[config.mk]
export PLATFORM = sky130hd
export DESIGN_NAME = encrypt_sequencer
export DESIGN_NICKNAME = d
export VERILOG_FILES = /design/src/rtl/encrypt_sequencer_pkg.sv /design/src/rtl/encrypt_sequencer_noise_lfsr.sv /design/src/rtl/encrypt_sequencer.sv
export SDC_FILE = /design/constraint.sdc
export NUM_CORES = 1
export LEC_CHECK = 0
export ABC_AREA = 1
export BUFFER_PORTS_ARGS = -buffer_cell sky130_fd_sc_hd__buf_2
export CORE_MARGIN = 2
export CORE_UTILIZATION = 45
export CTS_CLUSTER_SIZE = 40
export DETAILED_ROUTE_END_ITERATION = 6
export PLACE_DENSITY = 0.72
export SYNTH_ARGS = -nofsm -noshare
export SYNTH_HDL_FRONTEND = slang
export SYNTH_HIERARCHICAL = 1
export SYNTH_SLANG_ARGS = --single-unit
[constraint.sdc]
create_clock -name clk -period 2.39 [get_ports clk]
set_clock_uncertainty 0.1 [all_clocks]
set_input_delay 0.5975 -clock clk [delete_from_list [all_inputs] [get_ports clk]]
set_output_delay 0.5975 -clock clk [all_outputs]
set_load 0.05 [all_outputs]
[src/rtl/encrypt_sequencer_pkg.sv]
// Shared types and default constants for the LWE encrypt sequencer slice.
// Holds the FSM state enum, the row-index width and the default noise LFSR polynomial/seed.
package encrypt_sequencer_pkg;

    localparam int DEF_PLAINTEXT_WIDTH  = 6;
    localparam int DEF_CIPHERTEXT_WIDTH = 10;
    localparam int DEF_DIMENSION        = 10;
    localparam int DEF_BIG_N            = 30;

    // Row index width: rows run 0..DIMENSION inclusive.
    localparam int ROW_W = DEF_DIMENSION + 1;

    // x^30 + x^6 + x^4 + x + 1, Fibonacci form; the seed must never be zero.
    localparam logic [DEF_BIG_N-1:0] DEF_LFSR_TAPS = 30'h20000029;
    localparam logic [DEF_BIG_N-1:0] DEF_LFSR_SEED = 30'h1;

    typedef enum logic [1:0] {
        ST_IDLE = 2'd0,
        ST_READ = 2'd1,
        ST_CAPT = 2'd2,
        ST_OUT  = 2'd3
    } seq_state_e;

endpackage

[src/rtl/encrypt_sequencer_noise_lfsr.sv]
// Fibonacci LFSR supplying the per-transaction noise_select vector.
// A reseed request beats a step in the same cycle; a zero seed falls back to LFSR_SEED.
module noise_lfsr #(
    parameter int               BIG_N     = 30,
    parameter logic [BIG_N-1:0] LFSR_TAPS = 30'h20000029,
    parameter logic [BIG_N-1:0] LFSR_SEED = 30'h1
) (
    input  logic             clk,
    input  logic             rst,
    input  logic             step,
    input  logic             load,
    input  logic [BIG_N-1:0] load_value,
    output logic [BIG_N-1:0] state
);

    logic fb;

    assign fb = ^(state & LFSR_TAPS);

    // NOTE: state registers use non-blocking assignments so every flop samples pre-edge values.
    always_ff @(posedge clk) begin
        if (rst) begin
            state <= LFSR_SEED;
        end else if (load) begin
            // An all-zero state would lock the register up, so substitute the seed.
            state <= (load_value == '0) ? LFSR_SEED : load_value;
        end else if (step) begin
            state <= {state[BIG_N-2:0], fb};
        end
    end

endmodule

[src/rtl/encrypt_sequencer.sv]
// Control stage ahead of the LWE encrypt datapath: walks rows 0..DIMENSION per plaintext,
// issues one public-key read per row and streams the captured partial ciphertext words.
module encrypt_sequencer
    import encrypt_sequencer_pkg::*;
#(
    parameter int               PLAINTEXT_WIDTH  = DEF_PLAINTEXT_WIDTH,
    parameter int               CIPHERTEXT_WIDTH = DEF_CIPHERTEXT_WIDTH,
    parameter int               DIMENSION        = DEF_DIMENSION,
    parameter int               BIG_N            = DEF_BIG_N,
    parameter logic [BIG_N-1:0] LFSR_TAPS        = DEF_LFSR_TAPS,
    parameter logic [BIG_N-1:0] LFSR_SEED        = DEF_LFSR_SEED
) (
    input  logic                        clk,
    input  logic                        rst,
    input  logic                        pt_valid,
    output logic                        pt_ready,
    input  logic [PLAINTEXT_WIDTH-1:0]  pt_data,
    input  logic                        seed_load,
    input  logic [BIG_N-1:0]            seed_value,
    output logic                        pk_rd_en,
    output logic [DIMENSION:0]          pk_rd_addr,
    output logic [PLAINTEXT_WIDTH-1:0]  enc_plaintext,
    output logic [BIG_N-1:0]            enc_noise_select,
    output logic [DIMENSION:0]          enc_row,
    input  logic [CIPHERTEXT_WIDTH-1:0] enc_ciphertext,
    output logic                        ct_valid,
    input  logic                        ct_ready,
    output logic [CIPHERTEXT_WIDTH-1:0] ct_data,
    output logic [DIMENSION:0]          ct_index,
    output logic                        ct_last,
    output logic                        busy
);

    localparam int RW = DIMENSION + 1;

    localparam logic [1:0] IDLE = ST_IDLE;
    localparam logic [1:0] READ = ST_READ;
    localparam logic [1:0] CAPT = ST_CAPT;
    localparam logic [1:0] OUT  = ST_OUT;

    logic [1:0]       state;
    logic [RW-1:0]    row_cnt;
    logic [BIG_N-1:0] lfsr_state;
    logic             accept;
    logic             seed_take;

    assign accept    = (state == IDLE) && pt_valid;
    assign seed_take = (state == IDLE) && seed_load;

    noise_lfsr #(
        .BIG_N    (BIG_N),
        .LFSR_TAPS(LFSR_TAPS),
        .LFSR_SEED(LFSR_SEED)
    ) u_lfsr (
        .clk       (clk),
        .rst       (rst),
        .step      (accept),
        .load      (seed_take),
        .load_value(seed_value),
        .state     (lfsr_state)
    );

    assign pt_ready   = (state == IDLE);
    assign busy       = (state != IDLE);
    assign pk_rd_en   = (state == READ);
    assign pk_rd_addr = row_cnt;
    assign enc_row    = row_cnt;

    always_ff @(posedge clk) begin
        if (rst) begin
            state            <= IDLE;
            row_cnt          <= '0;
            enc_plaintext    <= '0;
            enc_noise_select <= '0;
            ct_valid         <= 1'b0;
            ct_data          <= '0;
            ct_index         <= '0;
            ct_last          <= 1'b0;
        end else begin
            case (state)
                IDLE: begin
                    if (pt_valid) begin
                        // Noise vector is the LFSR value before this accept advances it.
                        enc_plaintext    <= pt_data;
                        enc_noise_select <= lfsr_state;
                        row_cnt          <= '0;
                        state            <= READ;
                    end
                end
                READ: state <= CAPT;
                CAPT: begin
                    // Memory data, and hence the datapath result, is valid one cycle after the read.
                    ct_data  <= enc_ciphertext;
                    ct_index <= row_cnt;
                    ct_last  <= (row_cnt == RW'(DIMENSION));
                    ct_valid <= 1'b1;
                    state    <= OUT;
                end
                OUT: begin
                    if (ct_ready) begin
                        ct_valid <= 1'b0;
                        if (ct_last) begin
                            state <= IDLE;
                        end else begin
                            row_cnt <= row_cnt + RW'(1);
                            state   <= READ;
                        end
                    end
                end
                default: state <= IDLE;
            endcase
        end
    end

endmodule

## Yosys cells after proc, flatten, opt, wreduce, memory -nomap -nowiden

Cells that the tools add are included.

- Multiplexer cells: 13
- Eq/ne operators: 7
- Shift-type cells: 0
- $mul: 0
- $lt $le $gt $ge: 0
- Div/mod/pow operators: 0
- Add/sub/neg operators: 1
- Bitwise gates (word level): 0
- Reduce and logical (&&, ||, !) cells: 13

Operators by type and width:

| cell | count |
|---|---|
| 2-to-1 mux 30 bit | 3 |
| 2-to-1 mux 11 bit | 3 |
| logical NOT 30 bit | 1 |
| XOR reduction 30 bit | 1 |
| one-hot mux 11 bit (2 select lines) | 1 |
| adder 11 x 1 -> 11 bit, second input constant | 1 |
| == test 11 x 4 -> 1 bit, second input constant | 1 |
| one-hot mux 2 bit (4 select lines) | 1 |
| nonzero test 2 bit | 4 |
| != test 2 bit, second input constant | 3 |
| AND reduction 2 bit | 3 |
| == test 2 bit, second input constant | 2 |
| 2-to-1 mux 2 bit | 2 |
| AND reduction 4 bit | 1 |
| == test 2 x 1 -> 1 bit, second input constant | 1 |
| logical AND 1 bit | 2 |
| logical NOT 2 bit | 1 |
| 2-to-1 mux 1 bit | 2 |
| one-hot mux 1 bit (2 select lines) | 1 |

- Register bits: 102
- Latch bits: 0
- Logic and storage cells: 43
- Input port bits: 51
- Memory bits (read-only): 0
- Memories kept: 0
- RAM bits: 0

## Longest topological paths before layout

Gate-level depths: netlist of the first run.

- Word-level depth: 4
- Mapped depth: 12
- Gate-level depth less buffers: 9

## Modules after synthesis

Netlist of the first run, hierarchy kept.

By module, submodules not included:

| module | instances | sequential area each (um^2) | area each (um^2) | cells each |
|---|---|---|---|---|
| encrypt_sequencer | 1 | 1,441.4 | 2,892.8 | 382 |
| noise_lfsr | 1 | 600.6 | 1,465.2 | 214 |

## Least setup slack after synthesis of the first run

OpenSTA, ideal clock, no wires.

- Kind: register to register
- Start: register, netlist name state[0]
- End: register u_lfsr.state[7]
- Data arrival time: 2.057 ns
- Setup slack: 0.114 ns
- Clock period less this slack: 2.276 ns
- Cell stages (with the launch flop): 13
- Cell sequence: dfxtp_1 > inv_1 > ha_1 > nand2_1 > buf_2 > clkinv_2 > buf_4 > nor2_8 > inv_2 > buf_6 > buf_6 > o21ai_1 > a21oi_1

RTL lines:

| what | RTL line | RTL |
|---|---|---|
| end signal: assignment | encrypt_sequencer_noise_lfsr.sv:26 | `state <= (load_value == '0) ? LFSR_SEED : load_value;` |
| end signal: assignment | encrypt_sequencer_noise_lfsr.sv:28 | `state <= {state[BIG_N-2:0], fb};` |
| end: declaration | encrypt_sequencer_noise_lfsr.sv:13 | `output logic [BIG_N-1:0] state` |

==> results.cfg, run 1 <==
[worst_setup_path]
end_kind = output pin
r2r-start = state[0]$_SDFFE_PP0P_
crit_path_max_incr_delay_ns = 0.43
crit_arrival_ns = 1.50
crit_required_ns = 1.69
ff2ff_path_depth = 7
rrSetupSlack_ns = 0.22
path_class = reg -> out
cp_slowest_cell = dfxtp_1
r2r_end = u_lfsr/state[5]$_SDFFE_PP0P_
cp-endpoint = busy
start_kind = register
cp_num_buf_inv = 3
critical_path.startpoint = state[0]$_SDFFE_PP0P_
crit_family = buffers and inverters
crit_chain = inv_1 > ha_1 > inv_1 > buf_2
critPathMaxFanout = 6
critPathMostFrequentCell = inv_1
cp.depth = 4

[worst_hold_path]
holdPathStages = 3
hold_start = enc_ciphertext[9]
hp-class = in -> reg

[yosys]
synth_seq_cells = 102
synthesis.nets = 654
yosysWarningCount = 6
netlist_top_cells_area = dfxtp_1 (47%), o21ai_0 (12%), nor2_1 (11%)
syn_area_um2 = 4358
yosysTopAreaCellShare_pct = 46.86
avgSynthCellArea_um2 = 7.312
synth_common_cells = nor2_1 (132), o21ai_0 (104), dfxtp_1 (102), nand2_1 (77), a21oi_1 (52)
synth_cells = 596
synth_edf_count = 0
synth-async-reset-ratio_pct = 0
synth_flop_cell = dfxtp_1
synth_most_common_cell = nor2_1
synth_cell_types = 28
yosysSeqAreaShare_pct = 46.86
synth.largest_area_cell = dfxtp_1

[global_routing]
grt_max_degree = 37
grt_pass1_wl_mm = 17.29
overflow = 0
grt_pass1_vias = 3657
globalRouteTotalUtil_pct = 20.82
grt_antenna_before_repair = 0

[sta]
hold_ws_ns = 0.3652
slew_headroom_pct = 54.47
rsz0062_at_grt = false
layout_setup_ws_ns = 0.1878
max_freq_ghz = 0.4541
slew_viol_final = 0
finalSetupViolations = 0
period_minus_slack_ns = 2.202
tightest_slew_ns = 0.6822
period_share_pct = 92.14
hold_violations = 0
fin_tns_setup_ns = 0

[flow_run]
max_cap_violations = 0

[final_layout]
fin_nets = 762
diodes = 0
drive_gt1_share_pct = 23.27
areaGrowthSynthToFinish_pct = 18.69
final_design_area_no_fill_um2 = 5172

[clock_network]
post_cts_buffers = 0
clkSinkCount = 102
path_clk_slew_ns = 0.10
cts_resized = 0
hold_buffers = 0
root_buffer = clkbuf_8
cts-htree-levels = 3
insertion_delay_ns = 0.36
cts_tree = yes
cts_inserted_buffers = 9
ctsLongestPathBuffers = 2

[routing]
drc = 0
wl_per_cell_um = 13.15
ant_nets = 0
vias = 4264
viasPerCell = 5.088
drt_iter0_drc = 301
routed_wl_mm = 11.02
drtPass1Iterations = 5

[die]
die-area_um2 = 10490
pin_count = 135
die_width_um = 102.4
start_util_pct = 46.72
num_rows = 35
core_region_area_um2 = 9328
die_h_um = 102.4

[place]
dp_worst_setup_slack_ns = 0.2676
gp_congestion = 0.8040
place_area_um2 = 4981
port_buffers = 134
dp_hpwl_mm = 7.911

[outcome]
status = finished, final reports clean

[pwr]
power_per_cell_area_nw_per_um2 = 1368
vdd_drop_max_v = 0.0006032
p_leak_uw = 0.002420
## metrics by stage
stage	std cells	total power [uW]	util (%)
2_1_floorplan	596	5332	-
3_3_place_gp	822	5963	53.40
3_5_place_dp	822	6044	53.40
4_1_cts	838	7113	55.45
5_1_grt	838	7531	55.45
6_report	838	7076	55.45
## routing by layer
layer	vias to the layer above	share of wire (%)	global-route usage, %
met5	-	0	0
met4	0	1.5	8.410
met3	11	6.8	2.736
met2	185	45	32.64
met1	1921	47	29.08
li1	2147	-	-
## cell families after synthesis
logic type	count (synthesis)	synth area share, %
compound gates	176	20.67
fa+ha+maj	7	2.010
buf+inv	79	9.072
flops	102	46.86
simple gates	232	21.39
## worst min-delay path by stage
stage,end
2_1_floorplan,state[0]$_SDFFE_PP0P_
3_3_place_gp,ct_index[2]$_SDFFE_PP0P_
3_5_place_dp,enc_noise_select[27]$_SDFFE_PP0P_
4_1_cts,ct_data[9]$_SDFFE_PP0P_
5_1_grt,ct_data[9]$_SDFFE_PP0P_
6_report,ct_data[9]$_SDFFE_PP0P_
## registers in the layout, summed over array words and instances (netlist names)
register / cells
enc_noise_select: 30
u_lfsr/state: 30
ct_index: 11
enc_row: 11
ct_data: 10
enc_plaintext: 6
state: 2
ct_last: 1
ct_valid: 1
## final cells by class
cell class	instances	area [um^2]
Clock buffer	11	131.4
Clock inverter	5	60.06
Inverter	36	141.4
Tap cell	129	161.4
Multi-Input combinational cell	415	1921
Sequential cell	102	2042
Timing Repair Buffer	140	715.7
Fill cell	931	4155
## report_power, final
group	switching (uW)	internal [uW]	leakage (uW)
sequential	360	2280	0.000839
combinational	2580	799	0.00149
clock	570	487	0.0000935
total	3510	3570	0.00242
## layout by cell type (no fill, tap or decap), types with 3 or more instances in the layout
master,count
nand4_1,4
o21ai_0,104
a221oi_1,3
inv_1,32
buf_4,6
nor2_1,132
dfxtp_1,102
clkinv_4,3
nand2_1,77
ha_1,7
nand3_1,10
a21oi_1,52
o21ai_1,15
clkbuf_8,9
buf_2,134
## worst reg2reg max path, cell delays in order (launching register included)
cell	delay (ns)
dfxtp_1	0.43
inv_1	0.12
ha_1	0.29
nand2_1	0.15
clkinv_2	0.22
inv_2	0.38
o21ai_0	0.13
a221oi_1	0.27
(Power assumes the default switching activity.)
==> run 2, diff against run 1 <==
--- a/config.mk
+++ b/config.mk
@@ -7,10 +7,12 @@
 export LEC_CHECK = 0
 export ABC_AREA = 1
 export BUFFER_PORTS_ARGS = -buffer_cell sky130_fd_sc_hd__buf_2
+export CORE_ASPECT_RATIO = 0.7
 export CORE_MARGIN = 2
 export CORE_UTILIZATION = 45
 export CTS_CLUSTER_SIZE = 40
 export DETAILED_ROUTE_END_ITERATION = 6
+export GPL_TIMING_DRIVEN = 0
 export PLACE_DENSITY = 0.72
 export SYNTH_ARGS = -nofsm -noshare
 export SYNTH_HDL_FRONTEND = slang
==> run 2 against run 1 <==
  * Combinational power is 6.8% higher
  * Global-route usage is 2.0 points higher
  * Cell area is 6.6% higher
  * Critical path depth is 8 higher
  * Die area is 0.12% higher
  * Utilization is 2.2 points higher
  * Hold slack better by 0.012 ns
  * Via count is 4.8% higher
  * Non-clock buffer count is 37 higher
  * Register-to-register slack worse by 0.05 ns
  * Critical endpoint is now u_lfsr/state[15]$_SDFFE_PP0P_
  * Highest routed layer unchanged
==> results.cfg, run 2 (synthesis gave the netlist of run 1 again) <==
[routing]
drc = 0
viasPerCell = 5.119
drt_iter0_drc = 261
routed_wl_mm = 12.06
ant_nets = 0
vias = 4469
wl_per_cell_um = 13.81
drtPass1Iterations = 4

[clock_network]
cts-htree-levels = 3
ctsLongestPathBuffers = 2
insertion_delay_ns = 0.34
root_buffer = clkbuf_16
cts_tree = yes
clkSinkCount = 102
path_clk_slew_ns = 0.07
hold_buffers = 0
cts_inserted_buffers = 9

[place]
place_area_um2 = 5189
dp_cells = 858
dp_worst_setup_slack_ns = -0.2117
gp_congestion = 0.8660
dp_hpwl_mm = 8.942
port_buffers = 134

[die]
die_h_um = 86.34
die-area_um2 = 10500
num_rows = 30
pin_count = 135
die_width_um = 121.6
start_util_pct = 45.53
core_region_area_um2 = 9572

[final_layout]
fin_nets = 799
final_common_cell = buf_2
final_cell_mix = buf_2 (137), nor2_1 (132), o21ai_0 (104)
reg_top3 = enc_noise_select (30), u_lfsr/state (30)
diodes = 0
areaGrowthSynthToFinish_pct = 26.53
fin_util_pct = 57.61
final_cells = 873
final_design_area_no_fill_um2 = 5514
drive_gt1_share_pct = 25.10

[global_routing]
grt_pass1_wl_mm = 18.99
overflow = 0
grt_pass1_vias = 3865
globalRouteTotalUtil_pct = 22.83
grt_antenna_before_repair = 0
grt_max_degree = 17

[sta]
layout_setup_ws_ns = 0.1689
hold_violations = 0
hold_ws_ns = 0.3775
slew_headroom_pct = 64.00
finalSetupViolations = 0
slew_viol_final = 0
period_share_pct = 92.93
max_freq_ghz = 0.4502
rsz0062_at_grt = false
period_minus_slack_ns = 2.221
tightest_slew_ns = 0.5400

[worst_setup_path]
end_kind = register
crit_required_ns = 2.52
critPathMaxFanout = 11
start_kind = register
path_class = reg -> reg
crit_arrival_ns = 2.35

[pwr]
vdd_drop_max_v = 0.0006790
p_leak_uw = 0.002596
power_per_cell_area_nw_per_um2 = 1401

[flow_run]
max_cap_violations = 0

[worst_hold_path]
hp-class = in -> reg

[outcome]
status = finished, final reports clean
-- run 2: changes by cell type in the layout (fill, tap and decap cells not counted), sizes merged --
cell and change:
clkbuf +18, buf +18
-- run 2: metrics by stage --
| stage | power (uW) | TNS, ns |
|---|---|---|
| 4_1_cts | 7700 | 0 |
| 3_3_place_gp | 6124 | -0.9168 |
| 6_report | 7728 | 0 |
| 2_1_floorplan | 5332 | 0 |
| 3_5_place_dp | 6205 | -2.269 |
| 5_1_grt | 8188 | 0 |
-- run 2: final timing paths --
path / cells after the start / startpoint / slack [ns] / to
worst max register to register: 12 / state[1]$_SDFFE_PP0P_ / 0.17 / u_lfsr/state[15]$_SDFFE_PP0P_
worst max-delay path: 12 / state[1]$_SDFFE_PP0P_ / 0.17 / u_lfsr/state[15]$_SDFFE_PP0P_
worst min register to register: 2 / enc_noise_select[13]$_SDFFE_PP0P_ / 0.38 / enc_noise_select[13]$_SDFFE_PP0P_
worst min-delay path: 3 / enc_ciphertext[1] / 0.38 / ct_data[1]$_SDFFE_PP0P_
-- run 2: power by group --
part           total [uW]  switching, uW  internal (uW)  leakage, uW
registers            2650            362           2290     0.000840
logic                3610           2670            935      0.00161
clock network        1470            637            837     0.000145
total                7730           3670           4060      0.00260
-- run 2: layer usage --
| layer | track usage [%] | part of all wire (%) |
|---|---|---|
| met3 | 6.447 | 8.4 |
| met2 | 33.55 | 43 |
| met1 | 33.12 | 48 |
| met5 | 0 | 0 |
| met4 | 5.643 | 1.0 |
-- run 2: final cells by class --
class / instances / area [um^2]
plain buffers: 43 / 262.8
repair buffers: 134 / 670.6
multi-input cells: 415 / 1933
flip-flops and latches: 102 / 2043
fillers: 913 / 4058
clock inverters: 5 / 60.06
clock buffers: 10 / 239.0
inverters: 36 / 145.1
well taps: 128 / 160.2
-- run 2: timing repair --
action | CTS | global route
resized for setup | 3 | 6
setup endpoints to repair | 21 | 24
buffers inserted | 0 | 0
gates cloned | 0 | 0
hold endpoints to repair | 0 | 0
-- run 2: worst max-delay path, cell delays in order (launching register included) --
cell	delay, ns
dfxtp_1	0.36
inv_1	0.14
ha_4	0.22
nand2_1	0.11
buf_4	0.20
clkinv_4	0.12
buf_4	0.21
nor2_8	0.13
inv_2	0.05
buf_6	0.13
buf_6	0.14
o21ai_1	0.13
a21oi_1	0.07
